$ cat config.mk
export PLATFORM = sky130hd
export DESIGN_NAME = adder_serial_nibble
export DESIGN_NICKNAME = d
export VERILOG_FILES = /design/src/rtl/adder_serial_nibble_pkg.sv /design/src/rtl/adder_serial_nibble_adder_4bits.sv /design/src/rtl/adder_serial_nibble.sv
export SDC_FILE = /design/constraint.sdc
export NUM_CORES = 1
export LEC_CHECK = 0
export BUFFER_PORTS_ARGS = -buffer_cell sky130_fd_sc_hd__buf_4
export CAP_MARGIN = 20
export CELL_PAD_IN_SITES_DETAIL_PLACEMENT = 1
export CELL_PAD_IN_SITES_GLOBAL_PLACEMENT = 2
export CORE_ASPECT_RATIO = 0.6
export CORE_MARGIN = 1
export CORE_UTILIZATION = 34
export CTS_BUF_LIST = sky130_fd_sc_hd__clkbuf_4 sky130_fd_sc_hd__clkbuf_8
export CTS_CLUSTER_SIZE = 30
export DETAILED_ROUTE_END_ITERATION = 8
export PLACE_DENSITY_LB_ADDON = 0.1
export SLEW_MARGIN = 20
export SYNTH_ARGS = -nofsm -noshare
export SYNTH_HDL_FRONTEND = slang
export SYNTH_SLANG_ARGS = --single-unit
$ cat constraint.sdc
create_clock -name i_w_clk -period 2.2 [get_ports i_w_clk]
set_clock_uncertainty 0.2 [all_clocks]
set_input_delay 0 -clock i_w_clk [delete_from_list [all_inputs] [get_ports i_w_clk]]
set_output_delay 0 -clock i_w_clk [all_outputs]
set_load 0.02 [all_outputs]
$ cat src/rtl/adder_serial_nibble_pkg.sv
// Shared definitions for the nibble-serial adder: FSM encodings and slice width.
// Imported by adder_serial_nibble and its adder_4bits slice.
package adder_serial_nibble_pkg;

  localparam int NIBBLE_W = 4;

  typedef enum logic [1:0] {
    ST_IDLE = 2'd0,
    ST_RUN  = 2'd1,
    ST_DONE = 2'd2
  } state_t;

  // Counter width for a given nibble count, never narrower than one bit.
  function automatic int cnt_width(input int nibbles);
    return (nibbles > 1) ? $clog2(nibbles) : 1;
  endfunction

endpackage

$ cat src/rtl/adder_serial_nibble_adder_4bits.sv
// Combinational 4-bit ripple slice: {o_w_cout, o_w_sum} = a + b + cin.
// The serial adder evaluates one operand nibble per clock through this slice.
module adder_4bits
  import adder_serial_nibble_pkg::*;
(
  input  logic [NIBBLE_W-1:0] i_w_a,
  input  logic [NIBBLE_W-1:0] i_w_b,
  input  logic                i_w_cin,
  output logic [NIBBLE_W-1:0] o_w_sum,
  output logic                o_w_cout
);

  logic [NIBBLE_W:0] w_total;

  assign w_total  = {1'b0, i_w_a} + {1'b0, i_w_b} + {{NIBBLE_W{1'b0}}, i_w_cin};
  assign o_w_sum  = w_total[NIBBLE_W-1:0];
  assign o_w_cout = w_total[NIBBLE_W];

endmodule

$ cat src/rtl/adder_serial_nibble.sv
// WIDTH-bit adder that feeds one adder_4bits slice a nibble per clock, LSB first,
// with a start/busy/done handshake. Optional signed overflow output: ADDER_SERIAL_OVF_EN.
module adder_serial_nibble
  import adder_serial_nibble_pkg::*;
#(
  parameter int WIDTH = 16
) (
  input  logic             i_w_clk,
  input  logic             i_w_reset,
  input  logic             i_w_start,
  input  logic [WIDTH-1:0] i_w_a,
  input  logic [WIDTH-1:0] i_w_b,
  input  logic             i_w_cin,
  output logic [WIDTH-1:0] o_w_sum,
  output logic             o_w_cout,
  output logic             o_w_busy,
`ifdef ADDER_SERIAL_OVF_EN
  output logic             o_w_ovf,
`endif
  output logic             o_w_done
);

  localparam int NIBBLES = WIDTH / NIBBLE_W;
  localparam int CNT_W   = cnt_width(NIBBLES);
  localparam logic [CNT_W-1:0] LAST_CNT = CNT_W'(NIBBLES - 1);

  state_t             r_state;
  state_t             w_state_next;
  logic               w_accept;
  logic               w_last;

  logic [WIDTH-1:0]   r_a_sh;
  logic [WIDTH-1:0]   r_b_sh;
  logic [WIDTH-1:0]   r_psum;
  logic               r_carry;
  logic [CNT_W-1:0]   r_cnt;
  logic [WIDTH-1:0]   r_sum;
  logic               r_cout;
  logic               r_done;

  logic [NIBBLE_W-1:0] w_slice_sum;
  logic                w_slice_cout;
  logic [WIDTH-1:0]    w_psum_next;

  adder_4bits u_slice (
    .i_w_a    (r_a_sh[NIBBLE_W-1:0]),
    .i_w_b    (r_b_sh[NIBBLE_W-1:0]),
    .i_w_cin  (r_carry),
    .o_w_sum  (w_slice_sum),
    .o_w_cout (w_slice_cout)
  );

  // New nibble enters at the MSB end so the LSB nibble lands at bit 0 after the last step.
  generate
    if (NIBBLES == 1) begin : g_single
      assign w_psum_next = w_slice_sum;
    end else begin : g_multi
      assign w_psum_next = {w_slice_sum, r_psum[WIDTH-1:NIBBLE_W]};
    end
  endgenerate

  always_ff @(posedge i_w_clk or posedge i_w_reset) begin
    if (i_w_reset) begin
      r_state <= ST_IDLE;
    end else begin
      r_state <= w_state_next;
    end
  end

  always_comb begin
    w_state_next = r_state;
    w_accept     = 1'b0;
    w_last       = 1'b0;
    case (r_state)
      ST_IDLE: begin
        if (i_w_start) begin
          w_accept     = 1'b1;
          w_state_next = ST_RUN;
        end
      end
      ST_RUN: begin
        if (r_cnt == LAST_CNT) begin
          w_last       = 1'b1;
          w_state_next = ST_DONE;
        end
      end
      ST_DONE: begin
        w_state_next = ST_IDLE;
      end
      default: begin
        w_state_next = ST_IDLE;
      end
    endcase
  end

  always_ff @(posedge i_w_clk or posedge i_w_reset) begin
    if (i_w_reset) begin
      r_a_sh  <= '0;
      r_b_sh  <= '0;
      r_psum  <= '0;
      r_carry <= 1'b0;
      r_cnt   <= '0;
      r_sum   <= '0;
      r_cout  <= 1'b0;
      r_done  <= 1'b0;
    end else begin
      r_done <= w_last;
      if (w_accept) begin
        r_a_sh  <= i_w_a;
        r_b_sh  <= i_w_b;
        r_psum  <= '0;
        r_carry <= i_w_cin;
        r_cnt   <= '0;
      end else if (r_state == ST_RUN) begin
        r_a_sh  <= r_a_sh >> NIBBLE_W;
        r_b_sh  <= r_b_sh >> NIBBLE_W;
        r_psum  <= w_psum_next;
        r_carry <= w_slice_cout;
        r_cnt   <= r_cnt + 1'b1;
      end
      if (w_last) begin
        r_sum  <= w_psum_next;
        r_cout <= w_slice_cout;
      end
    end
  end

`ifdef ADDER_SERIAL_OVF_EN
  logic r_ovf;

  // On the last step the shift registers hold the operand MSB nibbles.
  always_ff @(posedge i_w_clk or posedge i_w_reset) begin
    if (i_w_reset) begin
      r_ovf <= 1'b0;
    end else if (w_last) begin
      r_ovf <= (r_a_sh[NIBBLE_W-1] == r_b_sh[NIBBLE_W-1]) &&
               (w_slice_sum[NIBBLE_W-1] != r_a_sh[NIBBLE_W-1]);
    end
  end

  assign o_w_ovf = r_ovf;
`endif

  assign o_w_sum  = r_sum;
  assign o_w_cout = r_cout;
  assign o_w_busy = (r_state == ST_RUN);
  assign o_w_done = r_done;

endmodule

Word-level counts from Yosys, hierarchy flattened
Cells that the tools add are included.
- flip-flop bits (word level): 71
- bits of input ports: 36
- output and inout port bits: 19
- word-level logic and storage cells: 36
- add/sub/neg operators: 3
- equality and inequality tests: 4
- multiplexer cells: 17
- reduce and logical (&&, ||, !) cells: 3
- operator list (operator ; count):
    $mux 16 ; 6
    $mux 2 ; 4
    $mux 1 ; 6
    $add 4x4->5 ; 1
    $add 5x1->5 ; 1
    $pmux 2 s2 ; 1
    $add 2x1->2 const B ; 1
    $eq 2x1->1 const B ; 1
    $eq 2x2->1 const B ; 1
    $logic_not 2->1 ; 1
    $ne 2x1->1 const B ; 1
    $ne 2x2->1 const B ; 1
    $reduce_and 2->1 ; 1
    $reduce_bool 2->1 ; 1

Logic depth before layout (Yosys ltp)
Gate-level depths: netlist of run 1.
- word-level depth: 4
- depth in mapped cells: 6
- gate-level depth less buffers: 5

Modules after synthesis
From an unflattened synthesis of run 1, not the netlist that was laid out.
- cells, all modules: 259
- area, all modules: 3015.4 µm²
- modules (own cells, without submodules) (module ; instances ; cells an instance ; area each (µm²) ; sequential area each (µm²)):
    adder_serial_nibble ; 1 ; 243 ; 2871.5 ; 1676.6
    adder_4bits ; 1 ; 16 ; 143.9 ; 0.0

Worst setup path before layout of run 1
No wires, ideal clock.
- path type: reg2reg
- start point: register r_a_sh[0]
- end point: register r_carry
- library setup time: 0.142 ns
- arrival: 1.705 ns
- data required time: 1.858 ns
- path slack: 0.153 ns
- cell stages (with the launch flop): 6
- clock period less this slack: 2.047 ns
- cells stage by stage: dfrtp_1 fa_1 fa_1 a21o_1 a211oi_1 a211oi_1
- cells in the longest elaborated chain, start to end: 4
- ends and longest elaborated chain (item ; line ; source):
    from (decl) ; adder_serial_nibble.sv:32 ; logic [WIDTH-1:0] r_a_sh;
    from (signal assigned) ; adder_serial_nibble.sv:109 ; r_a_sh <= i_w_a;
    from (signal assigned) ; adder_serial_nibble.sv:115 ; r_a_sh <= r_a_sh >> NIBBLE_W;
    $add 4x4->5 ; adder_serial_nibble_adder_4bits.sv:15 ; assign w_total = {1'b0, i_w_a} + {1'b0, i_w_b} + {{NIBBLE_W{1'b0}}, i_w_cin};
    $add 5x1->5 ; adder_serial_nibble_adder_4bits.sv:15 ;
    $mux 1 ; adder_serial_nibble.sv:114 ; end else if (r_state == ST_RUN) begin
    $mux 1 ; adder_serial_nibble.sv:108 ; if (w_accept) begin
    to (signal assigned) ; adder_serial_nibble.sv:112 ; r_carry <= i_w_cin;
    to (signal assigned) ; adder_serial_nibble.sv:118 ; r_carry <= w_slice_cout;
    to (decl) ; adder_serial_nibble.sv:35 ; logic r_carry;
Every way passes these cells. The select of a mux whose other input is x is not followed.
A chain may end at the register's enable or synchronous reset.

Final worst setup path of run 1
- start point: register r_state[1]
- end point: register r_b_sh[8]
- cells in the longest elaborated chain, start to end: 3
- elaborated cells between the ends (all ways): 5
- those cells by class: 1 x eq/ne; 2 x mux; 2 x reduce/logical
- ends and longest elaborated chain (item ; line ; source):
    from (decl) ; adder_serial_nibble.sv:27 ; state_t r_state;
    from (signal assigned) ; adder_serial_nibble.sv:66 ; r_state <= w_state_next;
    $logic_not 2->1 ; adder_serial_nibble.sv:74 ; case (r_state)
    $mux 1 ; adder_serial_nibble.sv:74 ;
    $mux 16 or $reduce_bool 2->1 (tied branches) ; -- ;
    to (signal assigned) ; adder_serial_nibble.sv:110 ; r_b_sh <= i_w_b;
    to (signal assigned) ; adder_serial_nibble.sv:116 ; r_b_sh <= r_b_sh >> NIBBLE_W;
    to (decl) ; adder_serial_nibble.sv:33 ; logic [WIDTH-1:0] r_b_sh;
Parallel ways exist; a longest one is shown, timed or not.

==> metrics.log, run 1 <==
INFO  metric fin_setup_tns = 0 ps
INFO  metric layout_worst_path_cycle_share = between 90 and 100%
INFO  metric routed-via-count = roughly 2500
INFO  metric port-buffer-count = between 50 and 60
INFO  metric netlist.area_leader.share = 57.5%
INFO  metric maxCapViolations = 0
INFO  metric worst-endpoint-required = 2230 ps
INFO  metric tightestPinTransition = slightly below 700 ps
INFO  metric rsz0062_at_grt = false
INFO  metric finalHoldViolations = 0
INFO  metric max_slew_margin = between 50% and 60%
INFO  metric setup.worst_path.end_class = flop
INFO  metric clk_transition_reported_paths = approximately 80 ps
INFO  metric hold-worst-slack = 20.0 ps
INFO  metric placed_wire_length_estimate = approximately 5100 um
INFO  metric tritoncts = built
INFO  metric start_util = 36.1%
INFO  metric gate_count_after_technology_mapping = between 200 and 300
INFO  metric synth_flop_cell = sky130_fd_sc_hd__dfrtp_1
INFO  metric diodes = 0
INFO  metric power_density = 1500 nW/um^2
INFO  metric synth_most_common_cell = sky130_fd_sc_hd__dfrtp_1
INFO  metric ir_drop = approximately 600 uV
INFO  metric post_drt_wl_per_cell = approximately 17 um
INFO  metric cts.root.buffer_cell = sky130_fd_sc_hd__clkbuf_8
INFO  metric fp.dieH = 73.7 um
INFO  metric status = finished clean
INFO  metric final_nets = between 400 and 500
INFO  metric syn_nets = ~290
INFO  metric placed_cells = between 400 and 500
INFO  metric synth.area.top_cells = sky130_fd_sc_hd__dfrtp_1, sky130_fd_sc_hd__o22ai_1, sky130_fd_sc_hd__a21oi_1, sky130_fd_sc_hd__a22o_1, sky130_fd_sc_hd__mux2_4
INFO  metric post_synth_num_cell_types = 29
INFO  metric crit_fanout = 16
INFO  metric max-clock-path-buffers = 2
INFO  metric core = 8070 um^2
INFO  metric globalRouteTotalUtil = between 20 and 25%
INFO  metric number_of_antenna_violations_at_the_first_check_in_global_routing = 0
INFO  metric synthTopCellsByCount = sky130_fd_sc_hd__dfrtp_1, sky130_fd_sc_hd__o22ai_1, sky130_fd_sc_hd__a21oi_1, sky130_fd_sc_hd__nand2_1
INFO  metric pre_cts_slack = about 47 ps
INFO  metric ys.warnings.count = 0
INFO  metric post_layout_min_period = between 2000 and 2500 ps
INFO  metric postRouteAntennaNets = 0
INFO  metric drt_first_pass_iters = 4
INFO  metric clock_sinks = 67
INFO  metric ws_path_type = flop to flop
INFO  metric power = approximately 6.4 mW
INFO  metric worst-endpoint-arrival = about 2100 ps
INFO  metric static-leakage-power = 1.96 nW
INFO  metric grt_max_degree = between 60 and 70
INFO  metric row_cnt = 25
INFO  metric fmax = between 0.4 and 0.5 GHz
INFO  metric number_of_synthesized_flops_with_an_enable_pin = 0
INFO  metric finalSetupViolCount = 0
INFO  metric post_synth.cell_area_avg = 11.6 um^2
INFO  metric worst_setup_path_start_kind = flop
INFO  metric post_synthesis_cell_area = between 2000 and 3000 um^2
INFO  metric share_of_cells_above_drive_strength_1 = 27.4%
INFO  metric max_stage_delay = around 600 ps
INFO  metric routed_via_density = just over 5
INFO  metric area_growth = 46.5%
INFO  metric critical_path.slowest_cell = sky130_fd_sc_hd__dlygate4sd3_1
INFO  metric max_slew_violations = 0
INFO  metric worstHoldPathType = input port to flop
INFO  metric detail_route.wirelength = 8250 um
INFO  metric die-width = around 120 um
INFO  metric cts-buffers-inserted = 9
INFO  metric crit_path_cell_chain = buf_4, nand2b_1, buf_6, o22ai_1, dlygate4sd3_1, a21oi_1
INFO  metric remaining_drc_errors = 0
INFO  metric yosysSeqAreaShare = between 50% and 60%
INFO  metric grt_pass1_vias = approximately 2500
INFO  metric yosysTopAreaCell = sky130_fd_sc_hd__dfrtp_1
INFO  metric place_congestion = around 0.70
INFO  metric postSynthRegisterBits = 67
INFO  metric grt_pass1_wl = approximately 13000 um
INFO  metric ioPinCount = between 50 and 60
INFO  metric async_flop_share = between 90% and 100%
INFO  metric drt_iter0_drc = around 100
INFO  metric cts_h_tree_depth = 3
INFO  metric fin_cells = 473
INFO  metric globalRouteOverflowTotal = 0
INFO  metric final_critical_path_setup_slack = between 80 and 90 ps
INFO  metric die_area = about 9000 um^2
INFO  metric worst_skew_pair_latency = between 300 and 400 ps
power by group:
part	internal [mW]	total (mW)	switching, mW
Sequential	1.79	2.27	0.485
Combinational	1.36	2.74	1.38
Clock	0.892	1.37	0.481
Total	4.04	6.38	2.34
cells by family (layout without fill, tap and decap cells):
family	Yosys count	after routing	synth area share, %
and+or+nand+nor	33	33	5.93
xor gates and xnor gates	1	1	0.301
buffers and inverters	25	139	4.04
adders and majority gates	6	6	3.09
muxes	14	14	6.44
DFF	67	67	57.5
AOI/OAI and AO/OA	105	105	22.7
cells in the final DEF, fill, tap and decap left out, types with 4 or more instances in the layout:
cell                            netlist  layout
sky130_fd_sc_hd__buf_4                1      60
sky130_fd_sc_hd__nor2b_1              6       6
sky130_fd_sc_hd__dlygate4sd3_1        0      54
sky130_fd_sc_hd__mux2_4               8       8
sky130_fd_sc_hd__o21ai_0             14      14
sky130_fd_sc_hd__bufinv_16            0       4
sky130_fd_sc_hd__a22o_1              14      14
sky130_fd_sc_hd__ha_1                 4       4
sky130_fd_sc_hd__dfrtp_1             67      67
sky130_fd_sc_hd__a21oi_1             27      27
sky130_fd_sc_hd__o22ai_1             39      39
sky130_fd_sc_hd__a22oi_1              5       5
sky130_fd_sc_hd__nand2_1             16      16
sky130_fd_sc_hd__clkbuf_8             0       9
sky130_fd_sc_hd__mux2_2               6       6
stage by stage:
| step | utilization (%) | area (um^2) |
|---|---|---|
| 3_3_place_gp | 42.8 | 3450 |
| 4_1_cts | 52.7 | 4260 |
| 2_1_floorplan | - | 2910 |
| 5_1_grt | 52.9 | 4270 |
| 6_report | 52.9 | 4270 |
| 3_5_place_dp | 42.8 | 3450 |
critical path, delay by kind of cell, from the launching register on:
family / cells / cell delay [ps]
flip-flops: 1 / 410
buffers and inverters: 3 / 970
AND/OR/NAND/NOR: 1 / 180
AO/OA/AOI/OAI: 2 / 240
layer usage:
metal	global-route usage, %	part of all wire, %
met1	28.7	51
met2	30.2	42
met3	8.93	6.9
met4	4.53	0.69
met5	0	0
final timing paths:
path,slack [ps],end,depth (start not counted),startpoint
setup / recovery,90,r_b_sh[8],6,r_state[1]
hold / removal,20,r_b_sh[14],4,i_w_start
setup reg to reg,90,r_b_sh[8],6,r_state[1]
hold reg to reg,300,r_a_sh[9],2,r_a_sh[9]
max in group asynchronous,1420,r_carry,4,i_w_reset
min in group asynchronous,90,o_w_sum[1],4,i_w_reset
area by class of cell:
class	instances	area, um^2
well taps	108	135
clock buffers	11	139
clock inverters	5	125
fillers	856	3800
flip-flops and latches	67	1680
multi-input cells	159	1130
inverters	6	22.5
repair buffers	117	1040
flip-flops by register name (all words and copies together), names as in the netlist:
name	flops
r_state	2
o_w_cout	1
r_psum	12
r_a_sh	16
r_b_sh	16
o_w_sum	16
o_w_done	1
r_cnt	2
r_carry	1
repair_timing:
item | 4_1_cts | 5_1_grt
setup buffers | 0 | 0
endpoints found under the hold margin | 100 | 0
setup endpoints to repair | 0 | 2
resized for setup | 0 | 3
hold buffers | 54 | 0
No activity file was read; power rests on OpenSTA's default activity.
==> inputs of run 2 (changes only) <==
--- a/config.mk
+++ b/config.mk
@@ -12,7 +12,7 @@
 export CORE_ASPECT_RATIO = 0.6
 export CORE_MARGIN = 1
 export CORE_UTILIZATION = 34
-export CTS_BUF_LIST = sky130_fd_sc_hd__clkbuf_4 sky130_fd_sc_hd__clkbuf_8
+export CTS_BUF_LIST = sky130_fd_sc_hd__clkbuf_8
 export CTS_CLUSTER_SIZE = 30
 export DETAILED_ROUTE_END_ITERATION = 8
 export PLACE_DENSITY_LB_ADDON = 0.1
==> run 2 against run 1 <==
Effect of this change: total power decreased by 0.72%; global-route usage decreased by 0.052 points; critical path depth unchanged; critical path type unchanged; sequential share of layout area increased by 0.069 points; via count decreased by 0.12%; register-to-register slack about the same; largest power group unchanged; routed wire length decreased by 0.29%; clock power decreased by 3%.
==> metrics.log, run 2 (synthesis gave the netlist of run 1 again) <==
INFO  metric p_clk_share = 21.1% (-0.4 points)
INFO  metric start_util = 36.1% (unchanged)
INFO  metric ir_drop = 603 uV (-0.19%)
INFO  metric worstHoldPathType = input port to flop
INFO  metric share_of_cells_above_drive_strength_1 = 26.8% (-0.55 points)
INFO  metric worst-endpoint-required = 2230 ps (about the same)
INFO  metric post_layout_min_period = 2100 ps (-5.99 ps)
INFO  metric placed_wire_length_estimate = 5110 um (unchanged)
INFO  metric final_nets = 402 (unchanged)
INFO  metric grt_max_degree = 68 (unchanged)
INFO  metric fp.dieH = 73.7 um (unchanged)
INFO  metric place_congestion = 0.702 (unchanged)
INFO  metric number_of_antenna_violations_at_the_first_check_in_global_routing = 0 (unchanged)
INFO  metric drt_iter0_drc = 126 (+21%)
INFO  metric crit_path_cell_chain = buf_4, nand2b_1, buf_6, o22ai_1, dlygate4sd3_1, a21oi_1
INFO  metric postRouteAntennaNets = 0 (unchanged)
INFO  metric port-buffer-count = 54 (unchanged)
INFO  metric tritoncts = built
INFO  metric layout_commonest_cell = sky130_fd_sc_hd__dfrtp_1
INFO  metric post_drt_wl_per_cell = 17.4 um (-0.29%)
INFO  metric clock_sinks = 67 (unchanged)
INFO  metric die-width = 122 um (unchanged)
INFO  metric intPower = 4.01 mW (-0.84%)
INFO  metric grt_pass1_wl = 13400 um (-0.31%)
INFO  metric core = 8070 um^2 (unchanged)
INFO  metric globalRouteTotalUtil = 20.7% (-0.052 points)
INFO  metric remaining_drc_errors = 0 (unchanged)
INFO  metric routed_via_density = 5.18 (-0.12%)
INFO  metric max-clock-path-buffers = 2 (unchanged)
INFO  metric cts.root.buffer_cell = sky130_fd_sc_hd__clkbuf_8
INFO  metric drt_first_pass_iters = 4 (unchanged)
INFO  metric crit_fanout = 16 (unchanged)
INFO  metric grt_pass1_vias = 2519 (-0.40%)
INFO  metric rsz0062_at_grt = false
INFO  metric setup.worst_path.end_class = flop
INFO  metric globalRouteOverflowTotal = 0 (unchanged)
INFO  metric status = finished clean
INFO  metric cts_h_tree_depth = 3 (unchanged)
INFO  metric die_area = 8960 um^2 (unchanged)
INFO  metric routed-via-count = 2448 (-0.12%)
INFO  metric finalSetupViolCount = 0 (unchanged)
INFO  metric max_slew_margin = 54.2% (-0.30 points)
INFO  metric detail_route.wirelength = 8220 um (-0.29%)
INFO  metric worst-endpoint-arrival = 2130 ps (about the same)
INFO  metric max_stage_delay = 600 ps (about the same)
INFO  metric area_growth = 46.2%
INFO  metric worst_setup_path_start_kind = flop
INFO  metric finalHoldViolations = 0 (unchanged)
INFO  metric hold-worst-slack = 22.5 ps (+2.45 ps)
INFO  metric power_density = 1490 nW/um^2 (-0.55%)
INFO  metric row_cnt = 25 (unchanged)
INFO  metric seq_power_share = 35.8% (+0.2 points)
INFO  metric maxCapViolations = 0 (unchanged)
INFO  metric static-leakage-power = 1.96 nW (about the same)
INFO  metric most-common-layout-cells = sky130_fd_sc_hd__dfrtp_1, sky130_fd_sc_hd__buf_4, sky130_fd_sc_hd__dlygate4sd3_1
INFO  metric diodes = 0 (unchanged)
INFO  metric p_comb_share = 43.2% (+0.3 points)
INFO  metric layout_worst_path_cycle_share = 95.6% (-0.27 points)
INFO  metric worst_skew_pair_latency = 360 ps (about the same)
INFO  metric fmax = 0.475 GHz (+0.28%)
INFO  metric total_switching_power = 2.33 mW (-0.51%)
INFO  metric fin_setup_tns = 0 ps (unchanged)
INFO  metric tightestPinTransition = 687 ps (+4.44 ps)
INFO  metric cts-buffers-inserted = 9 (unchanged)
INFO  metric clk_transition_reported_paths = 80 ps (about the same)
INFO  metric ioPinCount = 55 (unchanged)
INFO  metric max_slew_violations = 0 (unchanged)
INFO  metric critical_path.slowest_cell = sky130_fd_sc_hd__dlygate4sd3_1
INFO  metric ws_path_type = flop to flop
INFO  metric switching_power_share_of_the_total = 36.8% (+0.078 points)
==> run 2: changes by cell type in the layout (fill, tap and decap cells not counted) <==
cell | previous run | this run
sky130_fd_sc_hd__inv_1 | 3 | 5
sky130_fd_sc_hd__clkbuf_4 | 2 | 0
==> run 2: per-layer routing <==
metal,up-vias,global-route usage (%),part of all wire [%]
li1,1157,-,-
met1,1216,28.7,50
met2,69,30.0,42
met3,6,8.93,7.3
met4,0,4.53,0.74
met5,-,0,0
==> run 2: per-stage QoR <==
step / power [mW] / utilization, % / worst slack [ps] / area, um^2 / std cells
global route: 6.80 / 52.8 / 1.65 / 4260 / 473
finish: 6.34 / 52.8 / 95.9 / 4260 / 473
detailed placement: 4.77 / 42.8 / 47.0 / 3450 / 403
global placement: 4.71 / 42.8 / 105 / 3450 / 403
floorplan: 3.90 / - / 153 / 2910 / 251
CTS: 6.35 / 52.7 / 19.3 / 4250 / 473
==> run 2: what timing repair did <==
action,4_1_cts,5_1_grt
resized for setup,0,3
buffers inserted,0,0
endpoints found under the hold margin,100,0
endpoints found under the setup margin,0,2
hold buffers,54,0
==> run 2: worst paths after layout <==
kind                                 start    endpoint  slack [ps]  cells past startpoint
worst min-delay path             i_w_start  r_b_sh[14]          20                      4
min in group asynchronous        i_w_reset  r_a_sh[10]          90                      4
worst min register to register  r_a_sh[11]  r_a_sh[11]         300                      2
max in group asynchronous        i_w_reset     r_carry        1410                      4
worst max-delay path            r_state[1]   r_b_sh[8]         100                      6
worst max register to register  r_state[1]   r_b_sh[8]         100                      6
==> run 2: area by class of cell <==
class | instances | area [um^2]
Fill cell | 856 | 3810
Sequential cell | 67 | 1680
Multi-Input combinational cell | 159 | 1130
Timing Repair Buffer | 117 | 1040
Tap cell | 108 | 135
Clock inverter | 7 | 133
Clock buffer | 9 | 124
Inverter | 6 | 22.5
==> run 2: power by group through the flow <==
stage | logic (mW) | registers, mW | clock network [mW]
final | 2.74 | 2.27 | 1.33
after global routing | 3.02 | 2.35 | 1.43
after CTS | 2.72 | 2.26 | 1.37
after detailed placement | 2.50 | 2.28 | 0
after global placement | 2.45 | 2.26 | 0
after floorplan | 1.63 | 2.27 | 0
==> run 2: worst max-delay path: cells and delay by family (launching register included) <==
family,cells,cell delay (ps)
and+or+nand+nor,1,180
AOI/OAI and AO/OA,2,240
DFF,1,410
buffers and inverters,3,970
==> inputs of run 3 (changes only) <==
--- a/config.mk
+++ b/config.mk
@@ -5,16 +5,18 @@
 export SDC_FILE = /design/constraint.sdc
 export NUM_CORES = 1
 export LEC_CHECK = 0
+export ABC_AREA = 1
 export BUFFER_PORTS_ARGS = -buffer_cell sky130_fd_sc_hd__buf_4
 export CAP_MARGIN = 20
 export CELL_PAD_IN_SITES_DETAIL_PLACEMENT = 1
 export CELL_PAD_IN_SITES_GLOBAL_PLACEMENT = 2
 export CORE_ASPECT_RATIO = 0.6
 export CORE_MARGIN = 1
-export CORE_UTILIZATION = 34
+export CORE_UTILIZATION = 31
 export CTS_BUF_LIST = sky130_fd_sc_hd__clkbuf_8
 export CTS_CLUSTER_SIZE = 30
 export DETAILED_ROUTE_END_ITERATION = 8
+export HOLD_SLACK_MARGIN = 0.06
 export PLACE_DENSITY_LB_ADDON = 0.1
 export SLEW_MARGIN = 20
 export SYNTH_ARGS = -nofsm -noshare
==> run 3 against run 2 <==
Effect of this change: sequential cell count did not move; register-to-register slack gained 30 ps; combinational power fell by 23%; critical path depth is 1 higher; maximum frequency up 1.3%; total power decreased by 19%; worst hold slack better by 58 ps; first-iteration DRC count decreased by 21%; final area decreased by 8.1%; sequential share of layout area rose by 3.5 points; critical endpoint is now r_a_sh[15]; largest cell class unchanged; highest routed layer unchanged.
==> metrics.log, run 3 <==
INFO  metric power_density = 1310 nW/um^2 (-12%)
INFO  metric worstHoldPathType = input port to async pin
INFO  metric seq_power_share = 39.2% (+3.4 points)
INFO  metric ws_path_type = flop to flop
INFO  metric rsz0062_at_grt = false
INFO  metric p_comb_share = 41.1% (-2.1 points)
INFO  metric r2r_end = r_a_sh[15]
INFO  metric routed-via-count = 2360 (-3.6%)
INFO  metric total_switching_power = 2.01 mW (-14%)
INFO  metric maxCapViolations = 0 (unchanged)
INFO  metric drt_first_pass_iters = 6 (+2)
INFO  metric max_slew_margin = 64.3% (+10 points)
INFO  metric switching_power_share_of_the_total = 39.2% (+2.4 points)
INFO  metric synth.area.top_cells = sky130_fd_sc_hd__dfrtp_1, sky130_fd_sc_hd__nand2_1, sky130_fd_sc_hd__nand3_1, sky130_fd_sc_hd__inv_1, sky130_fd_sc_hd__o22ai_1
INFO  metric async_flop_share = 100% (unchanged)
INFO  metric drt_iter0_drc = 99 (-21%)
INFO  metric grt_pass1_wl = 12300 um (-7.8%)
INFO  metric postRouteAntennaNets = 0 (unchanged)
INFO  metric r2r_start = r_state[0]
INFO  metric post_synthesis_cell_area = 2830 um^2 (-2.9%)
INFO  metric post_synth.cell_area_avg = 9.13 um^2 (-21%)
INFO  metric layout_worst_path_cycle_share = 94.4% (-1.2 points)
INFO  metric number_of_antenna_violations_at_the_first_check_in_global_routing = 0 (unchanged)
INFO  metric netlist.area_leader.share = 59.2% (+1.7 points)
INFO  metric tightestPinTransition = 535 ps (-152 ps)
INFO  metric fin_setup_tns = 0 ps (unchanged)
INFO  metric cts_h_tree_depth = 3 (unchanged)
INFO  metric postSynthRegisterBits = 67 (unchanged)
INFO  metric cts-buffers-inserted = 9 (unchanged)
INFO  metric setup.worst_path.end_class = flop
INFO  metric cts_hold_repair.buffers = 37 (-31%)
INFO  metric post_layout_min_period = 2080 ps (-27.4 ps)
INFO  metric post_drt_wl_per_cell = 13.6 um (-22%)
INFO  metric synth_most_common_cell = sky130_fd_sc_hd__nand2_1
INFO  metric yosysTopAreaCell = sky130_fd_sc_hd__dfrtp_1
INFO  metric grt_pass1_vias = 2579 (+2.4%)
INFO  metric crit_fanout = 36 (+20)
INFO  metric synth_flop_cell = sky130_fd_sc_hd__dfrtp_1
INFO  metric finalSetupViolCount = 0 (unchanged)
INFO  metric fmax = 0.482 GHz (+1.3%)
INFO  metric placed_wire_length_estimate = 4470 um (-13%)
INFO  metric final_nets = 445 (+11%)
INFO  metric max-clock-path-buffers = 2 (unchanged)
INFO  metric clock_sinks = 67 (unchanged)
INFO  metric gate_count_after_technology_mapping = 310 (+24%)
INFO  metric port-buffer-count = 54 (unchanged)
INFO  metric layout_commonest_cell = sky130_fd_sc_hd__nand2_1
INFO  metric regToRegSetupSlack = 120 ps (+30 ps)
INFO  metric start_util = 32.6% (-3.5 points)
INFO  metric routed_via_density = 4.55 (-12%)
INFO  metric ioPinCount = 55 (unchanged)
INFO  metric clk_transition_reported_paths = 70 ps (about the same)
INFO  metric remaining_drc_errors = 0 (unchanged)
INFO  metric finalHoldViolations = 0 (unchanged)
INFO  metric die_area = 9530 um^2 (+6.4%)
INFO  metric placed_cells = 467 (+16%)
INFO  metric most-common-layout-cells = sky130_fd_sc_hd__nand2_1, sky130_fd_sc_hd__dfrtp_1, sky130_fd_sc_hd__buf_4
INFO  metric max_slew_violations = 0 (unchanged)
INFO  metric area_growth = 38.3%
INFO  metric globalRouteOverflowTotal = 0 (unchanged)
INFO  metric r2r_cells = 7 (+1)
INFO  metric finalCoreUtilization = 45.1% (-7.7 points)
INFO  metric p_clk_share = 19.6% (-1.5 points)
INFO  metric worst_skew_pair_latency = 350 ps (about the same)
INFO  metric intPower = 3.13 mW (-22%)
INFO  metric worst_setup_path_start_kind = flop
INFO  metric syn_nets = 352 (+20%)
INFO  metric synthTopCellsByCount = sky130_fd_sc_hd__nand2_1, sky130_fd_sc_hd__dfrtp_1, sky130_fd_sc_hd__nand3_1, sky130_fd_sc_hd__inv_1
INFO  metric place_congestion = 0.692 (-1.4%)
INFO  metric ir_drop = 421 uV (-30%)
INFO  metric pre_cts_slack = 265 ps (+218 ps)
INFO  metric core = 8690 um^2 (+7.6%)
INFO  metric post_synth_num_cell_types = 21 (-28%)
INFO  metric static-leakage-power = 1.97 nW (+0.50%)
INFO  metric cts.root.buffer_cell = sky130_fd_sc_hd__clkbuf_8
INFO  metric worst-endpoint-required = 2290 ps (+60 ps)
INFO  metric fin_cells = 519 (+9.7%)
INFO  metric detail_route.wirelength = 7040 um (-14%)
INFO  metric status = finished clean
INFO  metric number_of_synthesized_flops_with_an_enable_pin = 0 (unchanged)
INFO  metric cts.repair_timing.setup_buffer_count = 0 (unchanged)
INFO  metric diodes = 0 (unchanged)
INFO  metric yosysSeqAreaShare = 59.2% (+1.7 points)
INFO  metric worst-endpoint-arrival = 2160 ps (+30 ps)
INFO  metric share_of_cells_above_drive_strength_1 = 21.6% (-5.2 points)
INFO  metric die-width = 125 um (+3.2%)
INFO  metric fp.dieH = 76.0 um (+3.1%)
INFO  metric row_cnt = 26 (+4.0%)
INFO  metric cts_repair_resize_count = 0 (unchanged)
INFO  metric ys.warnings.count = 0 (unchanged)
INFO  metric globalRouteTotalUtil = 16.9% (-3.9 points)
INFO  metric final_critical_path_setup_slack = 123 ps (+27.4 ps)
INFO  metric grt_max_degree = 68 (unchanged)
INFO  metric tritoncts = built
INFO  metric power = 5.14 mW (-19%)
## run 3: cell types whose count changed after synthesis, moves of 13 or more
cell,delta
sky130_fd_sc_hd__nand2_1,+109
sky130_fd_sc_hd__nand3_1,+30
sky130_fd_sc_hd__o22ai_1,-28
sky130_fd_sc_hd__a21oi_1,-24
sky130_fd_sc_hd__inv_1,+15
sky130_fd_sc_hd__a22o_1,-14
sky130_fd_sc_hd__o21ai_0,-13
## run 3: area by class of cell
class                           count  area [um^2]
Clock buffer                       14          193
Clock inverter                      1         5.00
Fill cell                         994         4770
Inverter                           23         86.3
Multi-Input combinational cell    206          975
Sequential cell                    67         1680
Tap cell                          112          140
Timing Repair Buffer               96          838
## run 3: logic make-up (layout without fill, tap and decap cells)
kind of cell | after synthesis | count (layout) | share of synthesized area [%]
simple gates | 168 | 168 | 24.3
fa+ha+maj | 6 | 6 | 3.18
flops | 67 | 67 | 59.2
xor+xnor | 1 | 1 | 0.310
compound gates | 31 | 31 | 6.59
buf+inv | 37 | 134 | 6.41
## run 3: metal layers
layer  GRT usage (%)  part of all wire, %  vias to the layer above
met5               0                    0                        -
met4            5.49                  1.3                        0
met3            5.34                  3.4                        9
met2            26.4                   45                       37
met1            22.2                   51                     1144
li1                -                    -                     1170
## run 3: power by group through the flow
stage	Combinational [mW]	Clock, mW	Sequential [mW]
global route	2.41	1.10	2.09
global placement	2.06	0	2.03
floorplan	1.30	0	2.14
finish	2.11	1.01	2.02
detailed placement	2.09	0	2.05
CTS	2.17	1.05	2.03
## run 3: per-stage QoR
step	hold slack [ps]	instance area, um^2
2_1_floorplan	-83.4	2830
3_3_place_gp	-83.5	3350
3_5_place_dp	-83.8	3350
4_1_cts	83.5	3910
5_1_grt	111	3910
6_report	80.3	3910
## run 3: how the worst max path moves through the flow
| stage | cells past startpoint | slack (ps) | end | start |
|---|---|---|---|---|
| finish | 7 | 120 | r_a_sh[15] | r_state[0] |
| global route | 7 | 20 | r_a_sh[15] | r_state[0] |
| CTS | 8 | 140 | r_a_sh[12] | r_state[1] |
| detailed placement | 4 | 260 | r_psum[14] | r_a_sh[0] |
| global placement | 6 | 270 | r_carry | r_a_sh[0] |
| floorplan | 1 | 320 | o_w_cout | i_w_reset |
## run 3: worst max-delay path, stage by stage (launching register included)
cell and delay (ps):
sky130_fd_sc_hd__dfrtp_1 430, sky130_fd_sc_hd__nand2_2 310, sky130_fd_sc_hd__nand2_2 110, sky130_fd_sc_hd__inv_2 80, sky130_fd_sc_hd__buf_12 190, sky130_fd_sc_hd__nand2_1 70, sky130_fd_sc_hd__nand2_1 60, sky130_fd_sc_hd__dlygate4sd3_1 550
